File: src/rtl/imem_loader.sv
// UART 8N1 boot loader: receives a word count and little-endian words, writes them to
// instruction memory and holds the core in reset meanwhile. Optional: IMEM_LOADER_CHECKSUM_EN.
module imem_loader #(
  parameter int unsigned CLKS_PER_BIT = 434,
  parameter int unsigned ADDR_W       = 10
) (
  input  logic              clk,
  input  logic              rst,
  input  logic              rx,
  input  logic              load_start,
  output logic              imem_we,
  output logic [ADDR_W-1:0] imem_addr,
  output logic [31:0]       imem_wd,
  output logic              cpu_rst,
  output logic              busy,
  output logic              done,
  output logic              err
);

`ifdef IMEM_LOADER_CHECKSUM_EN
  localparam bit CHK_EN = 1'b1;
`else
  localparam bit CHK_EN = 1'b0;
`endif

  localparam int unsigned CW = $clog2(CLKS_PER_BIT);
  localparam logic [CW-1:0] HALF_M1 = CW'(CLKS_PER_BIT / 2 - 1);
  localparam logic [CW-1:0] BIT_M1  = CW'(CLKS_PER_BIT - 1);

  typedef enum logic [1:0] {RX_IDLE, RX_START, RX_DATA, RX_STOP} rx_state_e;
  typedef enum logic [2:0] {S_IDLE, S_CNT_LO, S_CNT_HI, S_DATA, S_CHECK, S_FINISH} sess_state_e;

  // Synchronizer plus one extra stage so the receiver sees clean falling edges.
  logic rx_meta_q, rx_sync_q, rx_prev_q;

  always_ff @(posedge clk or posedge rst) begin
    if (rst) begin
      rx_meta_q <= 1'b1;
      rx_sync_q <= 1'b1;
      rx_prev_q <= 1'b1;
    end else begin
      // NOTE: non-blocking assignments make every flop sample the pre-edge value, which is what forms the chain.
      rx_meta_q <= rx;
      rx_sync_q <= rx_meta_q;
      rx_prev_q <= rx_sync_q;
    end
  end

  rx_state_e   rx_state_q;
  logic [CW-1:0] baud_q;
  logic [2:0]  bit_idx_q;
  logic [7:0]  shift_q;
  logic [7:0]  rx_byte_q;
  logic        byte_valid_q;
  logic        frame_err_q;

  always_ff @(posedge clk or posedge rst) begin
    if (rst) begin
      rx_state_q   <= RX_IDLE;
      baud_q       <= '0;
      bit_idx_q    <= '0;
      shift_q      <= '0;
      rx_byte_q    <= '0;
      byte_valid_q <= 1'b0;
      frame_err_q  <= 1'b0;
    end else begin
      byte_valid_q <= 1'b0;
      frame_err_q  <= 1'b0;
      case (rx_state_q)
        RX_IDLE: begin
          if (rx_prev_q && !rx_sync_q) begin
            rx_state_q <= RX_START;
            baud_q     <= '0;
          end
        end
        RX_START: begin
          if (baud_q == HALF_M1) begin
            baud_q     <= '0;
            bit_idx_q  <= '0;
            rx_state_q <= rx_sync_q ? RX_IDLE : RX_DATA;
          end else begin
            baud_q <= baud_q + CW'(1);
          end
        end
        RX_DATA: begin
          if (baud_q == BIT_M1) begin
            baud_q    <= '0;
            shift_q   <= {rx_sync_q, shift_q[7:1]};
            bit_idx_q <= bit_idx_q + 3'd1;
            if (bit_idx_q == 3'd7) rx_state_q <= RX_STOP;
          end else begin
            baud_q <= baud_q + CW'(1);
          end
        end
        RX_STOP: begin
          if (baud_q == BIT_M1) begin
            baud_q     <= '0;
            rx_state_q <= RX_IDLE;
            if (rx_sync_q) begin
              byte_valid_q <= 1'b1;
              rx_byte_q    <= shift_q;
            end else begin
              frame_err_q <= 1'b1;
            end
          end else begin
            baud_q <= baud_q + CW'(1);
          end
        end
        default: rx_state_q <= RX_IDLE;
      endcase
    end
  end

  sess_state_e       sess_q;
  logic [7:0]        cnt_lo_q;
  logic [15:0]       words_rem_q;
  logic [1:0]        byte_sel_q;
  logic [23:0]       word_q;
  logic [ADDR_W-1:0] addr_q;
  logic              full_q;
  logic [7:0]        xor_q;
  logic              imem_we_q, cpu_rst_q, busy_q, done_q, err_q;
  logic [ADDR_W-1:0] imem_addr_q;
  logic [31:0]       imem_wd_q;

  logic [31:0] word_d;
  logic [15:0] count_d;
  assign word_d  = {rx_byte_q, word_q};
  assign count_d = {rx_byte_q, cnt_lo_q};

  always_ff @(posedge clk or posedge rst) begin
    if (rst) begin
      sess_q      <= S_IDLE;
      cnt_lo_q    <= '0;
      words_rem_q <= '0;
      byte_sel_q  <= '0;
      word_q      <= '0;
      addr_q      <= '0;
      full_q      <= 1'b0;
      xor_q       <= '0;
      imem_we_q   <= 1'b0;
      imem_addr_q <= '0;
      imem_wd_q   <= '0;
      cpu_rst_q   <= 1'b0;
      busy_q      <= 1'b0;
      done_q      <= 1'b0;
      err_q       <= 1'b0;
    end else begin
      imem_we_q <= 1'b0;
      done_q    <= 1'b0;
      case (sess_q)
        S_IDLE: begin
          if (load_start) begin
            busy_q      <= 1'b1;
            cpu_rst_q   <= 1'b1;
            err_q       <= 1'b0;
            addr_q      <= '0;
            imem_addr_q <= '0;
            full_q      <= 1'b0;
            byte_sel_q  <= '0;
            xor_q       <= '0;
            sess_q      <= S_CNT_LO;
          end
        end
        S_CNT_LO: begin
          if (byte_valid_q) begin
            cnt_lo_q <= rx_byte_q;
            xor_q    <= xor_q ^ rx_byte_q;
            sess_q   <= S_CNT_HI;
          end
        end
        S_CNT_HI: begin
          if (byte_valid_q) begin
            words_rem_q <= count_d;
            xor_q       <= xor_q ^ rx_byte_q;
            if (count_d == 16'd0) sess_q <= CHK_EN ? S_CHECK : S_FINISH;
            else                  sess_q <= S_DATA;
          end
        end
        S_DATA: begin
          if (byte_valid_q) begin
            xor_q      <= xor_q ^ rx_byte_q;
            byte_sel_q <= byte_sel_q + 2'd1;
            word_q     <= {rx_byte_q, word_q[23:8]};
            if (byte_sel_q == 2'd3) begin
              // Past the top of memory the word is swallowed and flagged; the address never wraps.
              if (!full_q) begin
                imem_we_q   <= 1'b1;
                imem_addr_q <= addr_q;
                imem_wd_q   <= word_d;
                if (addr_q == '1) full_q <= 1'b1;
                else              addr_q <= addr_q + ADDR_W'(1);
              end else begin
                err_q <= 1'b1;
              end
              words_rem_q <= words_rem_q - 16'd1;
              if (words_rem_q == 16'd1) sess_q <= CHK_EN ? S_CHECK : S_FINISH;
            end
          end
        end
        S_CHECK: begin
          if (byte_valid_q) begin
            if (rx_byte_q != xor_q) err_q <= 1'b1;
            sess_q <= S_FINISH;
          end
        end
        S_FINISH: begin
          done_q    <= 1'b1;
          busy_q    <= 1'b0;
          cpu_rst_q <= err_q | frame_err_q;
          sess_q    <= S_IDLE;
        end
        default: sess_q <= S_IDLE;
      endcase
      if (frame_err_q) err_q <= 1'b1;
    end
  end

  assign imem_we   = imem_we_q;
  assign imem_addr = imem_addr_q;
  assign imem_wd   = imem_wd_q;
  assign cpu_rst   = cpu_rst_q;
  assign busy      = busy_q;
  assign done      = done_q;
  assign err       = err_q;

endmodule
File: config.mk
export PLATFORM = sky130hd
export DESIGN_NAME = imem_loader
export DESIGN_NICKNAME = d
export VERILOG_FILES = /design/src/rtl/imem_loader.sv
export SDC_FILE = /design/constraint.sdc
export NUM_CORES = 1
export LEC_CHECK = 0
export ABC_AREA = 1
export BUFFER_PORTS_ARGS = -buffer_cell sky130_fd_sc_hd__buf_2
export CAP_MARGIN = 25
export CORE_MARGIN = 1
export CORE_UTILIZATION = 60
export CTS_CLUSTER_SIZE = 30
export DETAILED_ROUTE_END_ITERATION = 7
export PLACE_DENSITY = 0.9
export SYNTH_ARGS = -nofsm -noshare
export SYNTH_HDL_FRONTEND = slang
export SYNTH_SLANG_ARGS = --single-unit
File: constraint.sdc
create_clock -name clk -period 14.5 [get_ports clk]
set_input_delay 2.9 -clock clk [delete_from_list [all_inputs] [get_ports clk]]
set_output_delay 2.9 -clock clk [all_outputs]
set_load 0.05 [all_outputs]
==> flow_summary.rst, run 1 <==
.. list-table::
   :header-rows: 1

   * - Metric
     - Value
   * - Status
     - finished, violations left
   * - Failing checks
     - DRC
   * - CTS root buffer
     - sky130_fd_sc_hd__clkbuf_16
   * - Number of primary I/O pins
     - just over 50
   * - Crit path time final
     - between 3000 and 4000 ps
   * - Area of the placeable core
     - between 10000 and 15000 sq um
   * - Worst rel slew slack
     - roughly two fifths
   * - Critical path type
     - reg2out
   * - Synthesized-area fraction occupied by and/or/nand/nor cells
     - between 20 and 30%
   * - Routed via count
     - a little under 6000
   * - Placed Instance Area
     - ~7400 sq um
   * - Sequential element share of the synthesized area
     - 54.1%
   * - Internal power summed over all cells
     - around 700 uW
   * - CP Cell Sequence
     - buf_2
   * - Required @ worst endpoint
     - 11600 ps
   * - Setup violation total in the final timing report
     - 0
   * - DIE AREA
     - around 12000 sq um
   * - DR WL met2
     - 7.43 mm
   * - Maximum count of clock buffers along a single path
     - 2
   * - Part of the power in the clock network
     - between 40 and 50%
   * - Adder and majority gate portion of the synthesized area
     - under 10%
   * - Count of TritonRoute iterations in the first routing pass
     - 8
   * - Count of flip-flops with a built-in enable after synthesis
     - 0
   * - Top flip-flop cell by instance count after synthesis
     - sky130_fd_sc_hd__dfrtp_1
   * - Hold-fix buffers at CTS
     - 0
   * - Worst Setup End Kind
     - output port
   * - Site Rows
     - 39
   * - Kind of cell adding the most delay to the critical path
     - flip-flops
   * - Buf+Inv Stages, Crit Path
     - 1
   * - Biggest fanout along the worst timing path
     - 3
   * - I/O Buffers
     - 50
   * - Synth-to-layout area growth
     - 12.9%
   * - Slowest stage cell on the critical path
     - sky130_fd_sc_hd__dfrtp_1
   * - Detail Route Antenna Nets
     - 0
   * - Final period util
     - 27.5%
   * - TritonCTS clock tree
     - built
   * - Via/cell ratio
     - about 5.5
   * - Antenna diode count
     - 0
   * - Fin Setup TNS
     - 0 ps
   * - WL met1
     - slightly below 7 mm
   * - Slew at the pin closest to its max-slew limit
     - around 880 ps
   * - Largest family of logic cells by synthesized area
     - simple AND/OR/NAND/NOR gates
   * - Net switching power figure
     - about 230 uW
   * - Relative contribution of sequential cells to total power
     - between 40 and 50%
   * - Highest achievable clock rate
     - 251 MHz
   * - Clk pin slew, worst setup/hold paths
     - around 70 ps
   * - Remaining routing DRC violations
     - 16
   * - DPL Wire Length
     - between 9 and 10 mm
   * - Routed len/inst
     - around 14 microns
   * - Final wirelength
     - between 15 and 20 mm
   * - Count of yosys warnings during synthesis
     - 0
   * - Mux contribution to synthesized area
     - 0%
   * - Largest net degree at the start of global routing
     - just under 90
   * - Unrepaired setup endpoints after global routing
     - false
   * - Cell leakage power
     - just over 4 nW
   * - Net switching fraction of the power
     - between 20 and 25%
   * - Post-synthesis register bit count
     - about 150
   * - Number of clock buffers inserted by TritonCTS
     - 17
   * - Number of nets in the layout
     - 933
   * - Average size of a mapped cell
     - approximately 8.2 sq um
   * - Horiz. Die Dim
     - roughly 110 microns
   * - Nets in the synthesized netlist
     - 888
   * - Netlist Area Pre-Place
     - around 7100 sq um
   * - Util after Layout
     - 69.9%
   * - Power density over the cells
     - approximately 120 nW/um^2
   * - Number of unique standard cell types used by synthesis
     - 35
   * - Instance count of the mapped netlist
     - 875
   * - Peak per-stage delay on the critical path
     - around 380 ps
   * - Starting DRT DRC Count
     - 421
   * - Wire length of the first global-routing pass
     - 26.2 mm
   * - Class of the most critical hold timing path
     - reg2reg
   * - Routability Congestion
     - approximately 0.83
   * - Antenna violations before repair
     - 0
   * - Post-CTS resize count
     - 0
   * - Combinational group share of total power
     - about 5%
   * - GRT Total Usage
     - 26.8%
   * - Via count of the first global-routing pass
     - between 5000 and 6000
   * - Clk Latency, worst-skew pair
     - about 430 ps
   * - Number of sinks handled by clock tree synthesis
     - about 150
   * - Aggregate global routing overflow
     - 0
   * - Routed wl met3
     - 846 microns
   * - Layout cells sized above 1
     - a little under an eighth
   * - Post-route design area
     - roughly 8100 sq um
   * - Setup clock skew after layout
     - ~8.8 ps
   * - Synth async-reset ratio
     - 100%
   * - Number of H-tree branching levels
     - 4
   * - Maximum capacitance violations
     - 0
   * - Total count of max-transition violations in the final report
     - 0
   * - Worst supply voltage drop on vdd
     - approximately 0.096 mV
   * - Initial Utilization
     - about three fifths
   * - XOR/XNOR Fraction of Synth Area
     - under 10%
   * - Post-CTS Setup Repair Bufs
     - 0
   * - Crit path launch type
     - register
   * - Count of endpoints failing hold in the final timing report
     - 0
   * - Highest metal layer with signal wires
     - met4
   * - Vertical extent of the die
     - ~110 microns
   * - Data arrival time of the worst path
     - approximately 1100 ps
   * - Synth Area in Compound Gates
     - a little over a tenth
## cells in the final DEF, fill, tap and decap left out, types with 2 or more instances in the layout
| master | Yosys | final |
|---|---|---|
| sky130_fd_sc_hd__nand2_2 | 5 | 5 |
| sky130_fd_sc_hd__nand3_1 | 35 | 35 |
| sky130_fd_sc_hd__clkinvlp_4 | 0 | 2 |
| sky130_fd_sc_hd__ha_1 | 9 | 9 |
| sky130_fd_sc_hd__a21oi_1 | 19 | 19 |
| sky130_fd_sc_hd__nor2_1 | 72 | 72 |
| sky130_fd_sc_hd__o21bai_1 | 2 | 2 |
| sky130_fd_sc_hd__buf_2 | 12 | 50 |
| sky130_fd_sc_hd__xor2_1 | 11 | 11 |
| sky130_fd_sc_hd__xnor2_1 | 2 | 2 |
| sky130_fd_sc_hd__clkbuf_16 | 0 | 17 |
| sky130_fd_sc_hd__o21ai_0 | 114 | 114 |
| sky130_fd_sc_hd__inv_1 | 85 | 84 |
| sky130_fd_sc_hd__inv_2 | 5 | 5 |
| sky130_fd_sc_hd__clkinv_2 | 0 | 2 |
| sky130_fd_sc_hd__nand4_4 | 2 | 2 |
| sky130_fd_sc_hd__o22ai_1 | 3 | 3 |
| sky130_fd_sc_hd__clkinv_4 | 0 | 3 |
| sky130_fd_sc_hd__nand4_1 | 13 | 13 |
| sky130_fd_sc_hd__nor2_4 | 2 | 2 |
| sky130_fd_sc_hd__dfstp_2 | 3 | 3 |
| sky130_fd_sc_hd__inv_6 | 0 | 7 |
| sky130_fd_sc_hd__o211ai_1 | 2 | 2 |
| sky130_fd_sc_hd__nand2_1 | 295 | 295 |
| sky130_fd_sc_hd__nor3_1 | 8 | 8 |
| sky130_fd_sc_hd__dfrtp_1 | 151 | 151 |
## power by group through the flow
stage / combinational (mW) / clock [mW] / sequential [mW]
final: 0.0467 / 0.428 / 0.451
after global routing: 0.0549 / 0.450 / 0.452
after CTS: 0.0459 / 0.431 / 0.451
after detailed placement: 0.0451 / 0 / 0.458
after global placement: 0.0431 / 0 / 0.458
after floorplan: 0.0349 / 0 / 0.456
## layer usage
layer | vias up | global-route usage, %
li1 | 2892 | -
met3 | 36 | 5.85
met4 | 0 | 11.4
met5 | - | 0
met2 | 190 | 43.9
met1 | 2835 | 34.6
## path summary, 6_finish.rpt
| check | start | end | slack (ps) | cells past startpoint |
|---|---|---|---|---|
| max in group asynchronous | rst | rx_prev_q | 10840 | 4 |
| hold / removal | rx_meta_q | rx_sync_q | 360 | 0 |
| hold reg to reg | rx_meta_q | rx_sync_q | 360 | 0 |
| min in group asynchronous | rst | imem_wd[23] | 2540 | 2 |
| setup / recovery | err | err | 10510 | 1 |
| setup reg to reg | sess_q[0] | imem_wd[4] | 11980 | 6 |
## layout make-up
class                      count  area [sq um]
clock buffer                  18           439
sequential                   154          3860
fill                         854          3470
clock inverter                14           134
tap                          143           179
multi-input combinational    605          2810
inverter                      90           343
timing repair buffer          52           285
## state kept, by name (all words and copies together), names as in the netlist, 2 cells and up, named ones only
signal,count
imem_addr,10
addr_q,10
bit_idx_q,3
imem_wd,32
cnt_lo_q,8
words_rem_q,16
baud_q,9
shift_q,8
rx_byte_q,8
byte_sel_q,2
xor_q,8
sess_q,3
word_q,24
## synthesized netlist by cell type, drive strengths merged, types with 8 or more instances
| cell | count | area (sq um) |
|---|---|---|
| a21oi | 19 | 95.1 |
| buf | 14 | 78.8 |
| clkbuf | 12 | 45.0 |
| dfrtp | 151 | 3780 |
| ha | 9 | 113 |
| inv | 90 | 338 |
| nand2 | 301 | 1150 |
| nand3 | 36 | 185 |
| nand4 | 15 | 124 |
| nor2 | 76 | 319 |
| nor3 | 8 | 40.0 |
| o21ai | 115 | 576 |
| xor2 | 11 | 96.3 |
## logic make-up after synthesis
group | after synthesis
xor+xnor | 13
simple gates | 438
fa+ha+maj | 9
compound gates | 145
flops | 154
buf+inv | 116
## stage by stage
step / instances / hold slack, ps / setup WS [ps] / power (mW)
after global routing: 1076 / 362 / 10480 / 0.957
after floorplan: 875 / 345 / 7460 / 0.491
after CTS: 1075 / 361 / 10420 / 0.928
after global placement: 1043 / 352 / 9970 / 0.501
final: 1076 / 359 / 10510 / 0.926
after detailed placement: 1043 / 352 / 9960 / 0.503
Note: power is estimated with default switching activity, not from simulation.
==> run 2: changes to the inputs <==
--- a/config.mk
+++ b/config.mk
@@ -9,10 +9,10 @@
 export BUFFER_PORTS_ARGS = -buffer_cell sky130_fd_sc_hd__buf_2
 export CAP_MARGIN = 25
 export CORE_MARGIN = 1
-export CORE_UTILIZATION = 60
+export CORE_UTILIZATION = 54
 export CTS_CLUSTER_SIZE = 30
 export DETAILED_ROUTE_END_ITERATION = 7
-export PLACE_DENSITY = 0.9
+export PLACE_DENSITY = 0.86
 export SYNTH_ARGS = -nofsm -noshare
 export SYNTH_HDL_FRONTEND = slang
 export SYNTH_SLANG_ARGS = --single-unit
==> constraint.sdc (replaced) <==
create_clock -name clk -period 3.3 [get_ports clk]
set_input_delay 0.66 -clock clk [delete_from_list [all_inputs] [get_ports clk]]
set_output_delay 0.66 -clock clk [all_outputs]
set_load 0.05 [all_outputs]
==> flow_summary.rst, run 2 (synthesis results as in run 1) <==
.. list-table::
   :header-rows: 1

   * - Metric
     - Value
   * - DPL Wire Length
     - about 9.8 mm
   * - Number of primary I/O pins
     - 51
   * - Starting DRT DRC Count
     - ~540
   * - Site Rows
     - 41
   * - Remaining routing DRC violations
     - 0
   * - Most used cells in the layout excluding fill and tap cells
     - sky130_fd_sc_hd__nand2_1 (295), sky130_fd_sc_hd__dfrtp_1 (151), sky130_fd_sc_hd__o21ai_0 (114), sky130_fd_sc_hd__inv_1 (84), sky130_fd_sc_hd__nor2_1 (72)
   * - Final Total Pwr
     - between 4 and 5 mW
   * - Final non-filler cell total
     - roughly 1100
   * - Setup violation total in the final timing report
     - 0
   * - Placed Instance Area
     - around 7500 sq um
   * - Number of H-tree branching levels
     - 4
   * - Clk Latency, worst-skew pair
     - roughly 430 ps
   * - Aggregate global routing overflow
     - 0
   * - Class of the most critical hold timing path
     - in2async
   * - Crit path launch type
     - register
   * - Layout cells sized above 1
     - around 11%
   * - DIE AREA
     - 13700 sq um
   * - Biggest fanout along the worst timing path
     - 50
   * - Final period util
     - a little over 70%
   * - Routed len/inst
     - about 14 microns
   * - Dpl ws
     - 1010 ps
   * - Horiz. Die Dim
     - between 100 and 150 microns
   * - Multi-input logic area
     - approximately 2800 sq um
   * - Fin Setup TNS
     - 0 ps
   * - Routed via count
     - between 5000 and 6000
   * - Total count of max-transition violations in the final report
     - 0
   * - Via/cell ratio
     - 5.33
   * - Worst Setup End Kind
     - register
   * - Antenna diode count
     - 0
   * - Number of nets in the layout
     - 936
   * - Tightest hold margin
     - between 300 and 400 ps
   * - Vertical extent of the die
     - about 120 microns
   * - Register area
     - slightly below 4000 sq um
   * - Number of clock buffers inserted by TritonCTS
     - 17
   * - Hold-fix buffers at CTS
     - 0
   * - Wire length of the first global-routing pass
     - roughly 26 mm
   * - Post-route design area
     - around 8100 sq um
   * - Count of endpoints failing hold in the final timing report
     - 0
   * - Status
     - finished, final reports clean
   * - Via count of the first global-routing pass
     - between 5000 and 6000
   * - Data arrival time of the worst path
     - approximately 2700 ps
   * - TritonCTS clock tree
     - built
   * - Fillcell total
     - 987
   * - Power density over the cells
     - ~500 nW/um^2
   * - Area of the placeable core
     - between 10000 and 15000 sq um
   * - Maximum count of clock buffers along a single path
     - 2
   * - Crit path time final
     - 2370 ps
   * - Placed instance count
     - 1076
   * - Post-CTS Setup Repair Bufs
     - 0
   * - Highest achievable clock rate
     - approximately 420 MHz
   * - Slew at the pin closest to its max-slew limit
     - just over 700 ps
   * - Number of sinks handled by clock tree synthesis
     - ~150
   * - Slack of the critical path
     - ~900 ps
   * - Largest net degree at the start of global routing
     - just over 100
   * - Antenna violations before repair
     - 0
   * - Worst supply voltage drop on vdd
     - 0.475 mV
   * - Number of flip-flops in the largest register
     - 32
   * - Most common cell after layout, fill and taps aside
     - sky130_fd_sc_hd__nand2_1
   * - I/O Buffers
     - 50
   * - Routability Congestion
     - between 0.9 and 1
   * - Required @ worst endpoint
     - roughly 3700 ps
   * - Final wirelength
     - approximately 15 mm
   * - Unrepaired setup endpoints after global routing
     - false
   * - Clk pin slew, worst setup/hold paths
     - roughly 60 ps
   * - Initial Utilization
     - a little under three fifths
   * - CTS root buffer
     - sky130_fd_sc_hd__clkbuf_16
   * - Maximum capacitance violations
     - 0
   * - Setup clock skew after layout
     - around 8.7 ps
   * - Worst rel slew slack
     - a little over half
   * - Post-CTS resize count
     - 0
   * - Critical path type
     - reg2reg
   * - Count of TritonRoute iterations in the first routing pass
     - 6
   * - Cell leakage power
     - between 4 and 5 nW
   * - Synth-to-layout area growth
     - 13.7%
   * - Util after Layout
     - a little under two thirds
   * - GRT Total Usage
     - between 20 and 30%
   * - Detail Route Antenna Nets
     - 0
## run 2: cell count changes in the layout (fill, tap and decap cells not counted), sizes merged
cell | previous run | this run
clkinv | 5 | 0
inv | 96 | 92
buf | 52 | 55
clkbuf | 18 | 21
clkinvlp | 2 | 5
bufinv | 1 | 2
## run 2: worst paths after layout
| check | start | cells past startpoint | to | slack (ps) |
|---|---|---|---|---|
| max | sess_q[2] | 9 | addr_q[3] | 930 |
| min | rst | 3 | xor_q[5] | 330 |
| max reg2reg | sess_q[2] | 9 | addr_q[3] | 930 |
| min reg2reg | rx_meta_q | 0 | rx_sync_q | 360 |
| max in group asynchronous | rst | 3 | addr_q[8] | 2490 |
| min in group clk | rx | 1 | rx_meta_q | 330 |
## run 2: area by class of cell
class	count	share of cell area [%]
clock buffers	21	5.56
clock inverters	9	1.44
inverters	90	4.21
multi-input cells	605	34.7
flip-flops and latches	154	47.6
well taps	172	2.65
repair buffers	55	3.86
## run 2: layer usage
layer / GRT usage, % / routed length (microns)
met1: 30.7 / 6770
met2: 39.9 / 7230
met3: 8.24 / 915
met4: 12.6 / 436
met5: 0 / 0
## run 2: power breakdown
| group | total [mW] | leakage (nW) | internal, mW | switching [mW] |
|---|---|---|---|---|
| Clock | 1.90 | 0.263 | 1.13 | 0.772 |
| Sequential | 1.98 | 2.05 | 1.93 | 0.0520 |
| Combinational | 0.207 | 1.77 | 0.0688 | 0.139 |
## run 2: critical path, cell delays in order, from the launching register on
cell and delay [ps]:
sky130_fd_sc_hd__dfrtp_1 460, sky130_fd_sc_hd__inv_2 110, sky130_fd_sc_hd__nand2_2 110, sky130_fd_sc_hd__nor2_8 330, sky130_fd_sc_hd__nand2_4 350, sky130_fd_sc_hd__nand2_2 220
sky130_fd_sc_hd__nand3_2 240, sky130_fd_sc_hd__nor2_4 300, sky130_fd_sc_hd__nand2_1 90, sky130_fd_sc_hd__nand2_1 80
==> run 3: changes to the inputs <==
--- a/config.mk
+++ b/config.mk
@@ -9,10 +9,10 @@
 export BUFFER_PORTS_ARGS = -buffer_cell sky130_fd_sc_hd__buf_2
 export CAP_MARGIN = 25
 export CORE_MARGIN = 1
-export CORE_UTILIZATION = 54
+export CORE_UTILIZATION = 60
 export CTS_CLUSTER_SIZE = 30
 export DETAILED_ROUTE_END_ITERATION = 7
-export PLACE_DENSITY = 0.86
+export PLACE_DENSITY = 0.9
 export SYNTH_ARGS = -nofsm -noshare
 export SYNTH_HDL_FRONTEND = slang
 export SYNTH_SLANG_ARGS = --single-unit
==> constraint.sdc (replaced) <==
create_clock -name clk -period 2.2 [get_ports clk]
set_input_delay 0.44 -clock clk [delete_from_list [all_inputs] [get_ports clk]]
set_output_delay 0.44 -clock clk [all_outputs]
set_load 0.05 [all_outputs]
==> flow_summary.rst, run 3 (synthesis results as in run 1) <==
.. list-table::
   :header-rows: 1

   * - Metric
     - Value
   * - Most common cell after layout, fill and taps aside
     - sky130_fd_sc_hd__nand2_1
   * - GRT Total Usage
     - between 20% and 30%
   * - Count of endpoints failing hold in the final timing report
     - 0
   * - Biggest fanout along the worst timing path
     - 12
   * - Most used routing layer in global routing
     - met2
   * - Post-CTS Setup Repair Bufs
     - 0
   * - Largest net degree at the start of global routing
     - 86
   * - Crit path time final
     - 1910 ps
   * - Final period util
     - 86.9%
   * - Unrepaired setup endpoints after global routing
     - false
   * - Number of sinks handled by clock tree synthesis
     - roughly 150
   * - Maximum capacitance violations
     - 0
   * - Cell leakage power
     - just over 4 nW
   * - Slack of the critical path
     - about 290 ps
   * - DIE AREA
     - around 12000 sq um
   * - Antenna violations before repair
     - 0
   * - Worst rel slew slack
     - ~53%
   * - Status
     - finished, violations left
   * - Power density over the cells
     - 794 nW/um^2
   * - Failing checks
     - DRC
   * - I/O Buffers
     - 50
   * - Hold-fix buffers at CTS
     - 0
   * - Horiz. Die Dim
     - about 110 microns
   * - Aggregate global routing overflow
     - 0
   * - Antenna diode count
     - 0
   * - Number of flip-flops in the largest register
     - 32
   * - Count of TritonRoute iterations in the first routing pass
     - 7
   * - Crit path launch type
     - register
   * - Area of the placeable core
     - 11500 sq um
   * - CTS root buffer
     - sky130_fd_sc_hd__clkbuf_16
   * - Setup clock skew after layout
     - slightly below 7 ps
   * - Global routing usage on met2
     - 45.7%
   * - Remaining routing DRC violations
     - 16
   * - Required @ worst endpoint
     - 2570 ps
   * - Worst supply voltage drop on vdd
     - roughly 0.77 mV
   * - Final Total Pwr
     - 6.51 mW
   * - Layout cells sized above 1
     - around 12%
   * - Cell count of the worst hold path
     - 1
   * - Setup violation total in the final timing report
     - 0
   * - Starting DRT DRC Count
     - around 710
   * - M1 GR Usage
     - a little over a third
   * - Routability Congestion
     - between 0.8 and 0.9
   * - Tightest hold margin
     - approximately 110 ps
   * - TritonCTS clock tree
     - built
   * - Total count of max-transition violations in the final report
     - 0
   * - Number of H-tree branching levels
     - 4
   * - Reg2reg path depth
     - 9
   * - Detail Route Antenna Nets
     - 0
   * - Clk Latency, worst-skew pair
     - about 430 ps
   * - Data arrival time of the worst path
     - 2280 ps
   * - Number of clock buffers inserted by TritonCTS
     - 17
   * - Util after Layout
     - 71.3%
   * - Via/cell ratio
     - between 5 and 6
   * - Synth-to-layout area growth
     - 15.1%
   * - Class of the most critical hold timing path
     - in2reg
   * - Routed via count
     - ~6000
   * - Maximum count of clock buffers along a single path
     - 2
   * - Critical register-to-register path startpoint
     - sess_q[0]
   * - Final wirelength
     - between 15 and 20 mm
   * - Highest achievable clock rate
     - about 520 MHz
   * - DPL Wire Length
     - 10.4 mm
   * - Initial Utilization
     - about three fifths
   * - Fin Setup TNS
     - 0 ps
   * - Dpl ws
     - 192 ps
   * - Number of primary I/O pins
     - 51
   * - Vertical extent of the die
     - 111 microns
   * - Critical path type
     - reg2reg
   * - Site Rows
     - 39
   * - Number of nets in the layout
     - 940
   * - Via count of the first global-routing pass
     - 5811
   * - Routed len/inst
     - 14.9 microns
   * - Clk pin slew, worst setup/hold paths
     - ~60 ps
   * - Worst Setup End Kind
     - register
   * - Most used cells in the layout excluding fill and tap cells
     - sky130_fd_sc_hd__nand2_1 (295), sky130_fd_sc_hd__dfrtp_1 (151), sky130_fd_sc_hd__o21ai_0 (114), sky130_fd_sc_hd__inv_1 (84), sky130_fd_sc_hd__nor2_1 (72)
   * - Hold Crit Start
     - rx
   * - RR Endpoint
     - addr_q[6]
   * - FF-to-FF setup slack
     - 290 ps
   * - Slew at the pin closest to its max-slew limit
     - between 700 and 800 ps
   * - Worst Hold Endpoint
     - rx_meta_q
   * - GR Util met3
     - ~9%
   * - Wire length of the first global-routing pass
     - 27.4 mm
## run 3: cell types whose count changed in the layout (fill, tap and decap cells not counted)
cell / delta
sky130_fd_sc_hd__buf_4: +3
sky130_fd_sc_hd__clkbuf_1: -2
sky130_fd_sc_hd__nand3_4: +1
sky130_fd_sc_hd__nand3_2: -1
sky130_fd_sc_hd__clkinv_2: +2
sky130_fd_sc_hd__nor2_4: +1
sky130_fd_sc_hd__clkbuf_8: +2
sky130_fd_sc_hd__clkinvlp_4: -1
sky130_fd_sc_hd__bufinv_16: +3
sky130_fd_sc_hd__clkinv_4: +1
sky130_fd_sc_hd__inv_6: -3
## run 3: per-layer routing
metal / share of wire [%] / vias up / wire length [microns]
met3: 7.2 / 36 / 1170
met5: 0 / - / 0
met4: 1.7 / 0 / 278
met1: 42 / 2882 / 6760
met2: 49 / 251 / 7900
li1: - / 2893 / -
## run 3: power breakdown
part | switching [mW] | leakage [nW] | internal (mW)
combinational | 0.203 | 1.79 | 0.101
sequential | 0.0747 | 2.05 | 2.90
clock | 1.14 | 0.315 | 2.10
total | 1.41 | 4.15 | 5.10
## run 3: worst max-delay path by stage
stage	from	endpoint	slack [ps]	depth (start not counted)
after global placement	sess_q[0]	addr_q[5]	300	9
final	sess_q[0]	addr_q[6]	290	9
after CTS	sess_q[0]	addr_q[6]	180	9
after global routing	sess_q[0]	addr_q[6]	110	9
after detailed placement	sess_q[0]	addr_q[6]	190	9
after floorplan	rst	async pin	-180	1
## run 3: final cells by class
cell class | instances | area (sq um)
Sequential cell | 154 | 3860
Fill cell | 798 | 3310
Multi-Input combinational cell | 606 | 2830
Clock buffer | 21 | 470
Inverter | 90 | 342
Timing Repair Buffer | 58 | 335
Clock inverter | 11 | 191
Tap cell | 143 | 179
## run 3: what timing repair did
item	CTS	global route
setup endpoints to repair	0	9
endpoints found under the hold margin	0	0
gates resized for setup	0	2
## run 3: through the flow
stage,instances,area [sq um]
3_5_place_dp,1050,7530
6_report,1083,8210
3_3_place_gp,1050,7530
5_1_grt,1083,8210
2_1_floorplan,875,7140
4_1_cts,1082,8190
## run 3: critical path: stages, from the launching register on
cell and delay [ps]:
sky130_fd_sc_hd__dfrtp_1 440, sky130_fd_sc_hd__inv_2 240, sky130_fd_sc_hd__nand2_1 130, sky130_fd_sc_hd__nor2_1 160
sky130_fd_sc_hd__nand2_2 160, sky130_fd_sc_hd__nand2_2 150, sky130_fd_sc_hd__nand3_4 180, sky130_fd_sc_hd__nor2_4 230
sky130_fd_sc_hd__nand2_1 80, sky130_fd_sc_hd__nand2_1 80
